File: src/rtl/wb_arbiter_pkg.sv
//==============================================================================
// Module   : wb_arbiter_pkg
// Purpose  : Shared grant encoding and default sizing for the 2-master arbiter.
// Revision : 1.0 - initial release
//==============================================================================
`default_nettype none

package wb_arbiter_pkg;

    localparam logic [1:0] GNT_NONE = 2'b00;
    localparam logic [1:0] GNT_M0   = 2'b01;
    localparam logic [1:0] GNT_M1   = 2'b10;

    localparam int unsigned DEFAULT_TIMEOUT_CYCLES = 255;
    localparam int unsigned DEFAULT_CNT_WIDTH      = 8;

endpackage

`default_nettype wire

File: src/rtl/wb_timeout_counter.sv
//==============================================================================
// Module   : wb_timeout_counter
// Purpose  : Saturating cycle counter with clear and terminal-count pulse.
// Revision : 1.0 - initial release
//==============================================================================
`default_nettype none

module wb_timeout_counter #(
    parameter int unsigned TERMINAL  = 255,
    parameter int unsigned CNT_WIDTH = 8
) (
    input  logic clk,
    input  logic rst_n,
    input  logic i_clear,
    input  logic i_enable,
    output logic o_tc
);

    generate
        if (TERMINAL == 0) begin : g_disabled
            assign o_tc = 1'b0;
        end else begin : g_enabled
            localparam logic [CNT_WIDTH-1:0] c_terminal = CNT_WIDTH'(TERMINAL);

            logic [CNT_WIDTH-1:0] r_count;

            // Holds at the terminal value so a stalled bus reports only once.
            always_ff @(posedge clk or negedge rst_n) begin
                if (!rst_n) begin
                    r_count <= '0;
                end else if (i_clear) begin
                    r_count <= '0;
                end else if (i_enable && (r_count != c_terminal)) begin
                    r_count <= r_count + 1'b1;
                end
            end

            assign o_tc = i_enable && !i_clear && (r_count == c_terminal);
        end
    endgenerate

endmodule

`default_nettype wire

File: src/rtl/wishbone_arbiter_2m1s.sv
//==============================================================================
// Module   : wishbone_arbiter_2m1s
// Purpose  : Round-robin 2-master / 1-slave Wishbone arbiter with bus timeout.
// Revision : 1.0 - initial release
//==============================================================================
`default_nettype none

module wishbone_arbiter_2m1s
    import wb_arbiter_pkg::*;
#(
    parameter int unsigned TIMEOUT_CYCLES = DEFAULT_TIMEOUT_CYCLES,
    parameter int unsigned CNT_WIDTH      = DEFAULT_CNT_WIDTH
) (
    input  logic        wb_clk_i,
    input  logic        wb_rst_n_i,

    input  logic [31:0] m0_dat_i,
    input  logic [31:0] m0_adr_i,
    input  logic [3:0]  m0_sel_i,
    input  logic        m0_we_i,
    input  logic        m0_cyc_i,
    input  logic        m0_stb_i,
    output logic [31:0] m0_dat_o,
    output logic        m0_ack_o,
    output logic        m0_err_o,

    input  logic [31:0] m1_dat_i,
    input  logic [31:0] m1_adr_i,
    input  logic [3:0]  m1_sel_i,
    input  logic        m1_we_i,
    input  logic        m1_cyc_i,
    input  logic        m1_stb_i,
    output logic [31:0] m1_dat_o,
    output logic        m1_ack_o,
    output logic        m1_err_o,

    output logic [31:0] s_dat_o,
    output logic [31:0] s_adr_o,
    output logic [3:0]  s_sel_o,
    output logic        s_we_o,
    output logic        s_cyc_o,
    output logic        s_stb_o,
    input  logic [31:0] s_dat_i,
    input  logic        s_ack_i,
    input  logic        s_err_i
);

    logic [1:0] r_grant;
    logic [1:0] w_grant_nxt;
    logic [1:0] r_last_grant;
    logic [1:0] w_last_grant_nxt;
    logic       r_timed_out;

    logic       w_gnt_m0;
    logic       w_gnt_m1;
    logic       w_gnt_stb;
    logic       w_tmo_clear;
    logic       w_tmo_enable;
    logic       w_timeout_err;

    always_ff @(posedge wb_clk_i or negedge wb_rst_n_i) begin
        if (!wb_rst_n_i) begin
            r_grant      <= GNT_NONE;
            r_last_grant <= GNT_M1;
        end else begin
            r_grant      <= w_grant_nxt;
            r_last_grant <= w_last_grant_nxt;
        end
    end

    // An owner always releases to NONE first, so ownership never swaps
    // without an idle cycle on the slave.
    always_comb begin
        w_grant_nxt      = r_grant;
        w_last_grant_nxt = r_last_grant;
        case (r_grant)
            GNT_NONE: begin
                if (m0_cyc_i && (!m1_cyc_i || (r_last_grant == GNT_M1))) begin
                    w_grant_nxt = GNT_M0;
                end else if (m1_cyc_i && (!m0_cyc_i || (r_last_grant == GNT_M0))) begin
                    w_grant_nxt = GNT_M1;
                end
            end
            GNT_M0: begin
                if (!m0_cyc_i) begin
                    w_grant_nxt      = GNT_NONE;
                    w_last_grant_nxt = GNT_M0;
                end
            end
            GNT_M1: begin
                if (!m1_cyc_i) begin
                    w_grant_nxt      = GNT_NONE;
                    w_last_grant_nxt = GNT_M1;
                end
            end
            default: begin
                w_grant_nxt = GNT_NONE;
            end
        endcase
    end

    assign w_gnt_m0 = (r_grant == GNT_M0);
    assign w_gnt_m1 = (r_grant == GNT_M1);

    always_comb begin
        s_cyc_o   = 1'b0;
        w_gnt_stb = 1'b0;
        s_we_o    = 1'b0;
        s_sel_o   = '0;
        s_adr_o   = '0;
        s_dat_o   = '0;
        case (r_grant)
            GNT_M0: begin
                s_cyc_o   = m0_cyc_i;
                w_gnt_stb = m0_stb_i;
                s_we_o    = m0_we_i;
                s_sel_o   = m0_sel_i;
                s_adr_o   = m0_adr_i;
                s_dat_o   = m0_dat_i;
            end
            GNT_M1: begin
                s_cyc_o   = m1_cyc_i;
                w_gnt_stb = m1_stb_i;
                s_we_o    = m1_we_i;
                s_sel_o   = m1_sel_i;
                s_adr_o   = m1_adr_i;
                s_dat_o   = m1_dat_i;
            end
            default: begin
                s_cyc_o   = 1'b0;
            end
        endcase
    end

    // Once timed out, the slave must not see further strobes from this owner.
    assign s_stb_o = w_gnt_stb && !r_timed_out;

    assign m0_dat_o = s_dat_i;
    assign m1_dat_o = s_dat_i;
    assign m0_ack_o = w_gnt_m0 && s_ack_i;
    assign m1_ack_o = w_gnt_m1 && s_ack_i;
    assign m0_err_o = w_gnt_m0 && (s_err_i || w_timeout_err);
    assign m1_err_o = w_gnt_m1 && (s_err_i || w_timeout_err);

    // A slave response in the terminal cycle clears the counter and thereby
    // suppresses the timeout pulse.
    assign w_tmo_clear  = (w_grant_nxt != r_grant) || (r_grant == GNT_NONE)
                        || s_ack_i || s_err_i || !w_gnt_stb;
    assign w_tmo_enable = (r_grant != GNT_NONE) && w_gnt_stb && !r_timed_out;

    wb_timeout_counter #(
        .TERMINAL  (TIMEOUT_CYCLES),
        .CNT_WIDTH (CNT_WIDTH)
    ) u_timeout (
        .clk      (wb_clk_i),
        .rst_n    (wb_rst_n_i),
        .i_clear  (w_tmo_clear),
        .i_enable (w_tmo_enable),
        .o_tc     (w_timeout_err)
    );

    always_ff @(posedge wb_clk_i or negedge wb_rst_n_i) begin
        if (!wb_rst_n_i) begin
            r_timed_out <= 1'b0;
        end else if (w_grant_nxt == GNT_NONE) begin
            r_timed_out <= 1'b0;
        end else if (w_timeout_err) begin
            r_timed_out <= 1'b1;
        end
    end

endmodule

`default_nettype wire

File: config.mk
export PLATFORM = sky130hd
export DESIGN_NAME = wishbone_arbiter_2m1s
export DESIGN_NICKNAME = d
export VERILOG_FILES = /design/src/rtl/wb_arbiter_pkg.sv /design/src/rtl/wb_timeout_counter.sv /design/src/rtl/wishbone_arbiter_2m1s.sv
export SDC_FILE = /design/constraint.sdc
export NUM_CORES = 1
export LEC_CHECK = 0
export ABC_AREA = 1
export BUFFER_PORTS_ARGS = -buffer_cell sky130_fd_sc_hd__buf_2
export CAP_MARGIN = 5
export CORE_AREA = 2 2 124 126
export CTS_CLUSTER_SIZE = 12
export DETAILED_ROUTE_END_ITERATION = 6
export DIE_AREA = 0 0 126 128
export HOLD_SLACK_MARGIN = 0.12
export PLACE_DENSITY_LB_ADDON = 0.08
export SLEW_MARGIN = 20
export SYNTH_ARGS = -nofsm -noshare
export SYNTH_HDL_FRONTEND = slang
export SYNTH_SLANG_ARGS = --single-unit
File: constraint.sdc
create_clock -name wb_clk_i -period 1.8 [get_ports wb_clk_i]
set_input_delay 0.09 -clock wb_clk_i [delete_from_list [all_inputs] [get_ports wb_clk_i]]
set_output_delay 0.09 -clock wb_clk_i [all_outputs]
set_load 0.005 [all_outputs]
==> results.md, run 1 <==
* P_int at ~0.0026 W
* # diodes at 0
* Class of the tightest hold or removal check: primary input to primary output
* Final period util at 1.056
* Initial antenna violation count at 2
* Clk_lat worst skew at 240 ps
* Seq cells post-synth at 13
* Vias in the first global route at approximately 3100
* # DRC at 0
* Comb power frac at 0.841
* Ports at ~320
* First-pass GRT wire length at 17.50 mm
* Gp weighted congestion at about 0.79
* Largest net degree at the start of global routing at 33
* Final worst setup slack at -100.4 ps
* Post-DP HPWL at between 8 and 9 mm
* Placed Instance Area at roughly 0.0032 sq mm
* Fin util at 0.2770
* Clock root buffer: clkbuf_16
* Vias at approximately 3200
* H-tree level count at 1
* Startpoint Class: flop
* Commonest cells after routing, fill and taps aside: 219 x buf_2, 153 x nand2_1, 44 x a21oi_1, 33 x a21oi_2, 19 x nand2_2
* CTS sink count at 13
* Syn Area/Cell at between 5 and 6 sq um
* Worst endpoint data arrival time at about 1800 ps
* Worst-case reg-to-reg path depth at 13
* Pleak at 2.020 nW
* Max_cap viols at 0
* Worst-path cell chain: inv_2 > ha_4 > inv_2 > o21ai_4 > nand2_1 > nand2_1 > nand2_2 > a21oi_4 > nand3_4 > a21oi_2 > buf_2
* Fin crit period at 1900 ps
* Seq/Total Area, Yosys at 0.1409
* Crit Path Category: flop to primary output
* Buf/Inv on CP at 3
* Final WL at 13.16 mm
* Slew margin rel. at 0.7676
* Worst slew pin tran at 348.7 ps
* Synth area leader: nand2_1
* Crit-path max FO at 3
* Fin Clk Skew at 5.020 ps
* Total stage count of the critical path at 11
* CTS Buf Count at 3
* Cell area after layout at between 0.004 and 0.005 sq mm
* CTS tree: done
* Hold path cells at 0
* Max Buffers Root-to-Sink at 2
* Post-synthesis cell count at slightly above 400
* Initial Util at 0.1560
* Switch Pwr at ~0.0024 W
* Avg WL per Cell at roughly 17 microns
* Pwr Density at approximately 1200 mW/mm^2
* Final Net Count at slightly below 800
* CP max stage delay at between 300 and 400 ps
* Cell Area, Synth at about 0.0023 sq mm
* Synth area leaders: nand2_1 28%, buf_4 21%, a21oi_1 17%
* Layout area overhead at 77.60%
* Final hold violation count at 0
* Chip height at between 100 and 150 microns
* Worst vdd ir at 0.3556 mV
* Crit path max-delay family: compound AO/OA/AOI/OAI gates
* Proportion of layout cells with a drive suffix above 1 at 0.5847
* Most common cell after layout, fill and taps aside: buf_2
* Violated checks: setup timing
* Syn_nets at 591
* Antenna viol nets, final at 0
* Worst setup EP type: primary output
* DIE AREA at between 0.015 and 0.02 sq mm
* Global route total overflow at 0
* Clock share of power at 0.087
* Switching Fraction at 0.4813
* Synth top area share at 0.2768
* All-Layer GR Usage at 0.1368
* Core area at between 0.01 and 0.015 sq mm
* Chip width at 126 microns
* Sequential share of power at 0.072
* Synth unique cells at 25
* Slew Limit Fails at 0
* Vias per cell at just over 4
* Drt pass-1 iters at 4
* Filler cells at between 1500 and 2000
* Run status: complete, but fails checks
* DRC marker count from the first detailed-route iteration at just over 90
* Std cell rows at 45
* PortBufs at 220
* RSZ-0062 raised after global routing: yes
* YS warnings at 0
* Worst Path Required at between 1500 and 2000 ps
* Final setup violation count at 31
* Fmax at 526.2 MHz
* CTS clk-pin slew, worst paths at approximately 50 ps
* CP max stage cell: dfrtp_1
==> registers in the layout, summed over array words and instances (netlist names) <==
register                     flops
u_timeout.g_enabled.r_count      8
r_grant                          2
r_last_grant                     2
r_timed_out                      1
==> final timing paths <==
path / from / to / slack, ps
worst max-delay path: r_grant[0] / m1_err_o / -100
worst min-delay path: s_dat_i[0] / m0_dat_o[0] / 180
worst max register to register: r_grant[0] / u_timeout.g_enabled.r_count[0] / -40
worst min register to register: r_last_grant[0] / r_last_grant[0] / 520
max in group asynchronous: wb_rst_n_i / r_last_grant[1] / 1220
min in group asynchronous: wb_rst_n_i / u_timeout.g_enabled.r_count[5] / 280
==> power groups by stage <==
stage / sequential (W) / clock, W / combinational, W
3_5_place_dp: 0.000357 / 0 / 0.00263
4_1_cts: 0.000354 / 0.000451 / 0.00348
3_3_place_gp: 0.000355 / 0 / 0.00263
2_1_floorplan: 0.000363 / 0 / 0.00150
5_1_grt: 0.000364 / 0.000466 / 0.00451
6_report: 0.000359 / 0.000431 / 0.00417
==> final cells by class <==
class,count,area (sq um),share of cell area
Clock buffer,4,78.83,0.01914
Inverter,20,87.58,0.02127
Multi-Input combinational cell,288,1600,0.3886
Sequential cell,13,327.8,0.07961
Tap cell,188,235.2,0.05713
Timing Repair Buffer,265,1788,0.4342
==> repair_timing <==
action                     4_1_cts  5_1_grt
setup buffers                   12        6
setup endpoints to repair       68       81
gates cloned                     5       10
gates resized for setup         42       50
pin swaps                       44       19
hold buffers                     1        0
hold endpoints to repair        13        0
==> cell usage after synthesis <==
library cell	instances
nor3b_2	1
nor2_1	11
clkbuf_1	21
a21oi_4	1
nand3_1	4
buf_4	66
o21ai_0	1
nand3_2	1
nand2_1	171
dfrtp_1	12
inv_1	17
inv_2	3
ha_1	5
nand2_2	2
nand4_1	1
nor2_4	2
nor3_2	3
a21oi_1	77
nand2_4	1
o21a_1	1
nor3_1	1
xor2_1	3
nand3_4	1
o21ai_2	1
dfstp_2	1
==> stage by stage <==
step / setup WS, ps / hold slack [ps] / instances / power (W) / setup TNS (ps)
floorplan: 94.91 / -205.6 / 408 / 0.001861 / 0
global route: -212.0 / 180.0 / 778 / 0.005343 / -6365
finish: -100.4 / 180.0 / 778 / 0.004958 / -744.7
detailed placement: 43.55 / 20.57 / 742 / 0.002984 / 0
global placement: 56.68 / 13.66 / 742 / 0.002986 / 0
CTS: -135.7 / 180.1 / 764 / 0.004283 / -2534
==> logic make-up after synthesis <==
| family | Yosys count | synth area share |
|---|---|---|
| simple gates | 199 | 0.3583 |
| buf+inv | 107 | 0.2801 |
| compound gates | 81 | 0.1824 |
| flops | 13 | 0.1409 |
| fa+ha+maj | 5 | 0.02698 |
| xor+xnor | 3 | 0.01134 |
==> layer usage <==
metal	track usage	vias to the layer above	share of wire
li1	-	1592	-
met1	0.1506	1494	0.37
met2	0.2577	122	0.54
met3	0.05050	21	0.080
met4	0.01616	4	0.010
met5	0	-	0.0015
No activity file was read; power rests on OpenSTA's default activity.
==> run 2: changes to the inputs <==
--- a/config.mk
+++ b/config.mk
@@ -12,8 +12,8 @@
 export CTS_CLUSTER_SIZE = 12
 export DETAILED_ROUTE_END_ITERATION = 6
 export DIE_AREA = 0 0 126 128
-export HOLD_SLACK_MARGIN = 0.12
 export PLACE_DENSITY_LB_ADDON = 0.08
+export REMOVE_ABC_BUFFERS = 1
 export SLEW_MARGIN = 20
 export SYNTH_ARGS = -nofsm -noshare
 export SYNTH_HDL_FRONTEND = slang
==> run 2 against run 1 <==
  * The run still ends with setup timing left
  * Die area is the same
  * Global-route usage grew 2.1 points
  * Clock skew grew 1.3 ps
  * Final area shrank 5.2%
  * Fmax shrank 6.3%
==> results.md, run 2 (synthesized netlist as in run 1, its figures left out) <==
* Run status: complete, but fails checks (unchanged)
* Layout area overhead at 68.38% (was 77.60%)
* Antenna viol nets, final at 0 (unchanged)
* Crit Path Category: flop to primary output (unchanged)
* CTS Buf Count at 3 (unchanged)
* Initial antenna violation count at 2 (unchanged)
* CP max stage cell: dfrtp_1 (unchanged)
* Commonest cells after routing, fill and taps aside: 219 x buf_2, 167 x nand2_1, 49 x a21oi_2, 28 x buf_4, 27 x a21oi_1 (was 219 x buf_2, 153 x nand2_1, 44 x a21oi_1, 33 x a21oi_2, 19 x nand2_2)
* M3 GR Usage at 0.1064 (was 0.05050)
* Largest register FFs at 8 (unchanged)
* Crit-path max FO at 4 (was 3)
* Slew Limit Fails at 0 (unchanged)
* Worst slew pin tran at 329.7 ps (was 348.7 ps)
* Final Non-Filler Cells at 778 (unchanged)
* Fmax at 493.0 MHz (was 526.2 MHz)
* Max_cap viols at 0 (unchanged)
* Vias per cell at 4.162 (was 4.156)
* Largest net degree at the start of global routing at 64 (was 33)
* Met1 usage at 0.2171 (was 0.1506)
* Slew margin rel. at 0.7802 (was 0.7676)
* Post-DP HPWL at 11.33 mm (was 8.913 mm)
* Worst vdd ir at 0.5952 mV (was 0.3556 mV)
* GR Util met2 at 0.2024 (was 0.2577)
* DIE AREA at 0.01613 sq mm (unchanged)
* PortBufs at 220 (unchanged)
* Avg WL per Cell at 18.39 microns (was 16.92 microns)
* Final worst setup slack at -228.2 ps (was -100.4 ps)
* Global route total overflow at 0 (unchanged)
* Final Net Count at 771 (was 774)
* Class of the tightest hold or removal check: primary input to primary output (unchanged)
* CTS tree: done (unchanged)
* Ports at 317 (unchanged)
* Drt pass-1 iters at 4 (unchanged)
* Pleak at 1.928 nW (was 2.020 nW)
* Fin crit period at 2028 ps (was 1900 ps)
* Most common cell after layout, fill and taps aside: buf_2 (unchanged)
* Clock root buffer: clkbuf_16 (unchanged)
* Final setup violation count at 24 (was 31)
* Final hold slack at 180.0 ps (about the same)
* All-Layer GR Usage at 0.1574 (was 0.1368)
* Setup tns final at -2052 ps (was -744.7 ps)
* Initial Util at 0.1560 (unchanged)
* Clk_lat worst skew at 240 ps (about the same)
* Proportion of layout cells with a drive suffix above 1 at 0.5843 (was 0.5847)
* RSZ-0062 raised after global routing: yes (unchanged)
* Max Buffers Root-to-Sink at 2 (unchanged)
* Startpoint Class: flop (unchanged)
* H-tree level count at 1 (unchanged)
* Vias at 3238 (was 3233)
* Most congested layer reported by global routing: met1 (was met2)
* Worst setup EP type: primary output (unchanged)
* CP max stage delay at 390 ps (was 380 ps)
* Pwr Density at 1162 mW/mm^2 (was 1204 mW/mm^2)
* Fin Clk Skew at 6.288 ps (was 5.020 ps)
* Worst-path cell chain: inv_2 > ha_4 > inv_2 > o21ai_4 > nand2_1 > nand2_1 > nand2_2 > a21oi_4 > nand3_2 > a21oi_2 > buf_2 (was inv_2 > ha_4 > inv_2 > o21ai_4 > nand2_1 > nand2_1 > nand2_2 > a21oi_4 > nand3_4 > a21oi_2 > buf_2)
* Top reg by flops: u_timeout.g_enabled.r_count (unchanged)
* Std cell rows at 45 (unchanged)
* CTS clk-pin slew, worst paths at 50 ps (about the same)
* Vias in the first global route at 2914 (was 3068)
* Chip width at 126 microns (unchanged)
* Worst Path Required at 1710 ps (about the same)
* Gp weighted congestion at 0.7453 (was 0.7900)
* Dpl cells at 749 (was 742)
* Core area at 0.01486 sq mm (unchanged)
* Top Registers: u_timeout.g_enabled.r_count: 8 flops, r_grant: 2 flops, r_last_grant: 2 flops (unchanged)
* Final period util at 1.127 (was 1.056)
* Final hold violation count at 0 (unchanged)
* Final WL at 14.31 mm (was 13.16 mm)
* Chip height at 128 microns (unchanged)
* Violated checks: setup timing (unchanged)
* First-pass GRT wire length at 19.06 mm (was 17.50 mm)
* DRC marker count from the first detailed-route iteration at 126 (was 91)
* # DRC at 0 (unchanged)
* CTS sink count at 13 (unchanged)
* Worst endpoint data arrival time at 1940 ps (was 1810 ps)
[run 2: repair_timing]
item | CTS | global route
endpoints found under the hold margin | 12 | 0
gates resized for setup | 12 | 66
endpoints found under the setup margin | 59 | 74
hold buffers | 1 | 0
cloned | 0 | 4
pin swaps | 6 | 9
buffers inserted | 8 | 10
[run 2: final timing paths]
check                                                 end  cells after the start  slack, ps                      startpoint
min in group asynchronous  u_timeout.g_enabled.r_count[3]                      2        270                      wb_rst_n_i
min                                           m0_dat_o[5]                      0        180                      s_dat_i[5]
max reg2reg                u_timeout.g_enabled.r_count[0]                     13        -90                      r_grant[0]
max                                              m1_err_o                     11       -230                      r_grant[0]
max in group asynchronous                 r_last_grant[1]                      2       1240                      wb_rst_n_i
min reg2reg                u_timeout.g_enabled.r_count[5]                      2        520  u_timeout.g_enabled.r_count[5]
[run 2: metal layers]
| metal | vias to the layer above | wire [microns] |
|---|---|---|
| li1 | 1587 | - |
| met1 | 1450 | 6484 |
| met2 | 193 | 5573 |
| met3 | 6 | 2127 |
| met4 | 2 | 76 |
| met5 | - | 46 |
[run 2: worst max-delay path: cells and delay by family (launching register included)]
kind | cells | cell delay, ps
AOI/OAI and AO/OA | 3 | 460
DFF | 1 | 390
and+or+nand+nor | 4 | 330
buffers and inverters | 3 | 320
adders and majority gates | 1 | 180
[run 2: cell type report]
cell class                      instances  area [sq um]
Antenna cell                            3         7.507
Clock buffer                            4         78.83
Fill cell                            1747         10960
Inverter                               20         85.08
Multi-Input combinational cell        288          1609
Sequential cell                        13         326.6
Tap cell                              188         235.2
Timing Repair Buffer                  262          1562
[run 2: through the flow]
step             util  worst slack (ps)  cell area [sq um]  power [W]
2_1_floorplan       -             -1033               1744   0.001659
3_3_place_gp   0.2219            -36.81               3298   0.003176
3_5_place_dp   0.2219            -66.50               3298   0.003182
4_1_cts        0.2357            -206.4               3503   0.003787
5_1_grt        0.2625            -377.9               3901   0.004938
6_report       0.2626            -228.2               3904   0.004535
[run 2: where the power goes]
part           switching [W]  internal (W)  total (W)  leakage, nW
combinational        0.00208       0.00167    0.00375         1.72
sequential         0.0000244      0.000329   0.000354        0.172
clock               0.000128      0.000299   0.000427       0.0382
==> run 3: changes to the inputs <==
--- a/config.mk
+++ b/config.mk
@@ -5,13 +5,12 @@
 export SDC_FILE = /design/constraint.sdc
 export NUM_CORES = 1
 export LEC_CHECK = 0
-export ABC_AREA = 1
 export BUFFER_PORTS_ARGS = -buffer_cell sky130_fd_sc_hd__buf_2
 export CAP_MARGIN = 5
-export CORE_AREA = 2 2 124 126
+export CORE_AREA = 2 2 122 124
 export CTS_CLUSTER_SIZE = 12
 export DETAILED_ROUTE_END_ITERATION = 6
-export DIE_AREA = 0 0 126 128
+export DIE_AREA = 0 0 124 126
 export PLACE_DENSITY_LB_ADDON = 0.08
 export REMOVE_ABC_BUFFERS = 1
 export SLEW_MARGIN = 20
==> run 3 against run 2 <==
  * Core utilization up 3.9 points
  * Clock power down 2%
  * Wire length up 1.9%
  * Critical path type unchanged
  * Fmax up 4.1%
  * Register-to-register slack about the same
  * The flow still finishes with violations (setup timing)
  * Synthesized cell count down 23%
==> results.md, run 3 <==
* Run status: complete, but fails checks (unchanged)
* Violated checks: setup timing (unchanged)
* Post-synthesis cell count at 316 (was 408)
* Post-Synth XOR/XNOR Area at 0.02199 (was 0.01133)
* EDFF count, synth at 0 (unchanged)
* Layout area overhead at 80.58% (was 68.38%)
* Synth area leader: a22oi_1 (was nand2_1)
* Worst Path Required at 1710 ps (about the same)
* All-Layer GR Usage at 0.1554 (was 0.1574)
* Gp weighted congestion at 0.7684 (was 0.7453)
* Worst slew pin tran at 465.9 ps (was 329.7 ps)
* Top Registers: u_timeout.g_enabled.r_count: 8 flops, r_grant: 2 flops, r_last_grant: 2 flops (unchanged)
* PortBufs at 220 (unchanged)
* Worst vdd ir at 0.5332 mV (was 0.5952 mV)
* Final hold violation count at 0 (unchanged)
* Std cell rows at 44 (was 45)
* Vias in the first global route at 2769 (was 2914)
* Class of the tightest hold or removal check: primary input to primary output (unchanged)
* Clock root buffer: clkbuf_16 (unchanged)
* Max Buffers Root-to-Sink at 2 (unchanged)
* DRC marker count from the first detailed-route iteration at 150 (was 126)
* Main combinational cell family by area after synthesis: simple AND/OR/NAND/NOR gates (unchanged)
* Seq cells post-synth at 13 (unchanged)
* First-pass GRT wire length at 17.92 mm (was 19.06 mm)
* Largest net degree at the start of global routing at 41 (was 64)
* Final WL at 14.57 mm (was 14.31 mm)
* Clk_lat worst skew at 240 ps (about the same)
* DIE AREA at 0.01562 sq mm (was 0.01613 sq mm)
* Global route total overflow at 0 (unchanged)
* Crit-path max FO at 4 (unchanged)
* Ports at 317 (unchanged)
* Simple logic cell fraction of the synthesized area at 0.2869 (was 0.3583)
* Slew margin rel. at 0.6891 (was 0.7802)
* Synth area leaders: a22oi_1 22%, buf_4 20%, nor2b_1 19% (was nand2_1 28%, buf_4 21%, a21oi_1 17%)
* CTS Buf Count at 3 (unchanged)
* Syn Area/Cell at 7.563 sq um (was 5.683 sq um)
* Post-synth ARST share at 1.000 (unchanged)
* Final Net Count at 682 (was 771)
* Final setup violation count at 27 (was 24)
* Count leader, synth: nor2b_1 (was nand2_1)
* Fin crit period at 1948 ps (was 2028 ps)
* Compound-Gate Fraction of Synth Area at 0.2764 (was 0.1824)
* CTS tree: done (unchanged)
* Drt pass-1 iters at 4 (unchanged)
* Top reg by flops: u_timeout.g_enabled.r_count (unchanged)
* Chip width at 124 microns (was 126 microns)
* RSZ-0062 raised after global routing: yes (unchanged)
* Final Non-Filler Cells at 682 (was 778)
* Dpl cells at 655 (was 749)
* Filler cells at 1595 (was 1747)
* # DRC at 0 (unchanged)
* Startpoint Class: flop (unchanged)
* Worst setup EP type: primary output (unchanged)
* Seq/Total Area, Yosys at 0.1366 (was 0.1409)
* Synth top area share at 0.2168 (was 0.2768)
* Vias at 3082 (was 3238)
* Initial antenna violation count at 0 (was 2)
* Synth unique cells at 37 (was 25)
* CTS sink count at 13 (unchanged)
* Post-synthesis mux area share at 0.004712 (was 0)
* Synth Flop Type: dfrtp_1 (unchanged)
* Vias per cell at 4.519 (was 4.162)
* Max_cap viols at 0 (unchanged)
* # diodes at 0 (was 3)
* CTS clk-pin slew, worst paths at 40 ps (was 50 ps)
* Final period util at 1.082 (was 1.127)
* Commonest cells after routing, fill and taps aside: 213 x buf_2, 56 x nor2b_1, 39 x a22oi_1, 31 x a22oi_2, 21 x buf_4 (was 219 x buf_2, 167 x nand2_1, 49 x a21oi_2, 28 x buf_4, 27 x a21oi_1)
* Final worst setup slack at -148.5 ps (was -228.2 ps)
* Initial Util at 0.1670 (was 0.1560)
* Pwr Density at 1602 mW/mm^2 (was 1162 mW/mm^2)
* Proportion of layout cells with a drive suffix above 1 at 0.6948 (was 0.5843)
* Cell Area, Synth at 0.002390 sq mm (was 0.002318 sq mm)
* Final hold slack at 180.0 ps (about the same)
* Largest register FFs at 8 (unchanged)
* Worst endpoint data arrival time at 1860 ps (was 1940 ps)
* Chip height at 126 microns (was 128 microns)
* Pre-CTS WS at -3.619 ps (was -66.50 ps)
* Commonest cells in the netlist: 73 x nor2b_1, 69 x a22oi_1, 65 x buf_4 (was 171 x nand2_1, 77 x a21oi_1, 66 x buf_4)
* YS warnings at 0 (unchanged)
* Post-DP HPWL at 11.03 mm (was 11.33 mm)
* Fin Clk Skew at 6.500 ps (was 6.288 ps)
* Post-synthesis adder-cell area fraction at 0.02618 (was 0.02698)
* Avg WL per Cell at 21.37 microns (was 18.39 microns)
* Fmax at 513.2 MHz (was 493.0 MHz)
* Slew Limit Fails at 0 (unchanged)
* Antenna viol nets, final at 0 (unchanged)
* Most common cell after layout, fill and taps aside: buf_2 (unchanged)
* H-tree level count at 1 (unchanged)
* Core area at 0.01431 sq mm (was 0.01486 sq mm)
* Pleak at 1.990 nW (was 1.928 nW)
* Crit Path Category: flop to primary output (unchanged)
## run 3: changes by cell type after synthesis, sizes merged, moves of 3 or more
cell,before,now
inv,20,3
nor2b,0,73
xnor2,0,6
nand2,174,7
xor2,3,0
a22oi,0,70
a21oi,78,3
nor4,0,3
## run 3: layout make-up
| class | instances | area [sq um] | area share |
|---|---|---|---|
| Multi-Input combinational cell | 211 | 1839 | 0.4262 |
| Timing Repair Buffer | 267 | 1828 | 0.4236 |
| Sequential cell | 13 | 326.6 | 0.07567 |
| Tap cell | 184 | 230.2 | 0.05335 |
| Clock buffer | 3 | 75.07 | 0.01740 |
| Inverter | 3 | 11.26 | 0.002609 |
| Clock inverter | 1 | 5.005 | 0.001160 |
## run 3: timing repair
item | 4_1_cts | 5_1_grt
endpoints found under the hold margin | 12 | 0
pin swaps | 4 | 10
buffers inserted | 3 | 9
endpoints found under the setup margin | 65 | 68
hold buffers | 1 | 0
gates cloned | 0 | 11
resized for setup | 30 | 81
## run 3: final timing paths
kind                                           startpoint                             end  slack [ps]  cells after the start
setup / recovery                               r_grant[0]                        m1_err_o        -150                      8
hold / removal                                 s_dat_i[2]                     m0_dat_o[2]         180                      0
setup reg to reg                               r_grant[0]                     r_timed_out        -100                      8
hold reg to reg            u_timeout.g_enabled.r_count[7]  u_timeout.g_enabled.r_count[7]         540                      1
max in group asynchronous                      wb_rst_n_i                 r_last_grant[1]        1230                      2
min in group asynchronous                      wb_rst_n_i  u_timeout.g_enabled.r_count[7]         280                      2
## run 3: metrics by stage
step / cell area [sq um] / util / setup TNS [ps] / power [W]
2_1_floorplan: 1810 / - / -56260 / 0.002416
3_3_place_gp: 3367 / 0.2352 / -12.41 / 0.004247
3_5_place_dp: 3367 / 0.2352 / -3.859 / 0.004262
4_1_cts: 3605 / 0.2518 / -472.1 / 0.005038
5_1_grt: 4315 / 0.3015 / -7003 / 0.007391
6_report: 4315 / 0.3015 / -1170 / 0.006914
## run 3: where the power goes
part / total, W / switching [W] / internal [W]
Clock: 0.000418 / 0.000122 / 0.000295
Sequential: 0.000377 / 0.0000381 / 0.000339
Combinational: 0.00612 / 0.00265 / 0.00347
Total: 0.00691 / 0.00281 / 0.00411
## run 3: logic make-up after synthesis
family / Yosys count
flops: 13
compound gates: 87
fa+ha+maj: 5
buf+inv: 92
mux: 1
xor+xnor: 6
simple gates: 112
## run 3: per-layer routing
layer | vias to the layer above | part of all wire | GRT usage
li1 | 1429 | - | -
met1 | 1453 | 0.40 | 0.1878
met2 | 190 | 0.46 | 0.2414
met3 | 8 | 0.14 | 0.09330
met4 | 2 | 0.0025 | 0.01586
met5 | - | 0.0028 | 0.03947
## run 3: critical path, cell delays in order (launching register included)
cell and delay (ps):
dfrtp_1 410, buf_6 140, ha_4 160, buf_4 170, a22oi_2 270, o21ai_4 120
a21oi_2 170, nor2b_1 60, buf_2 120
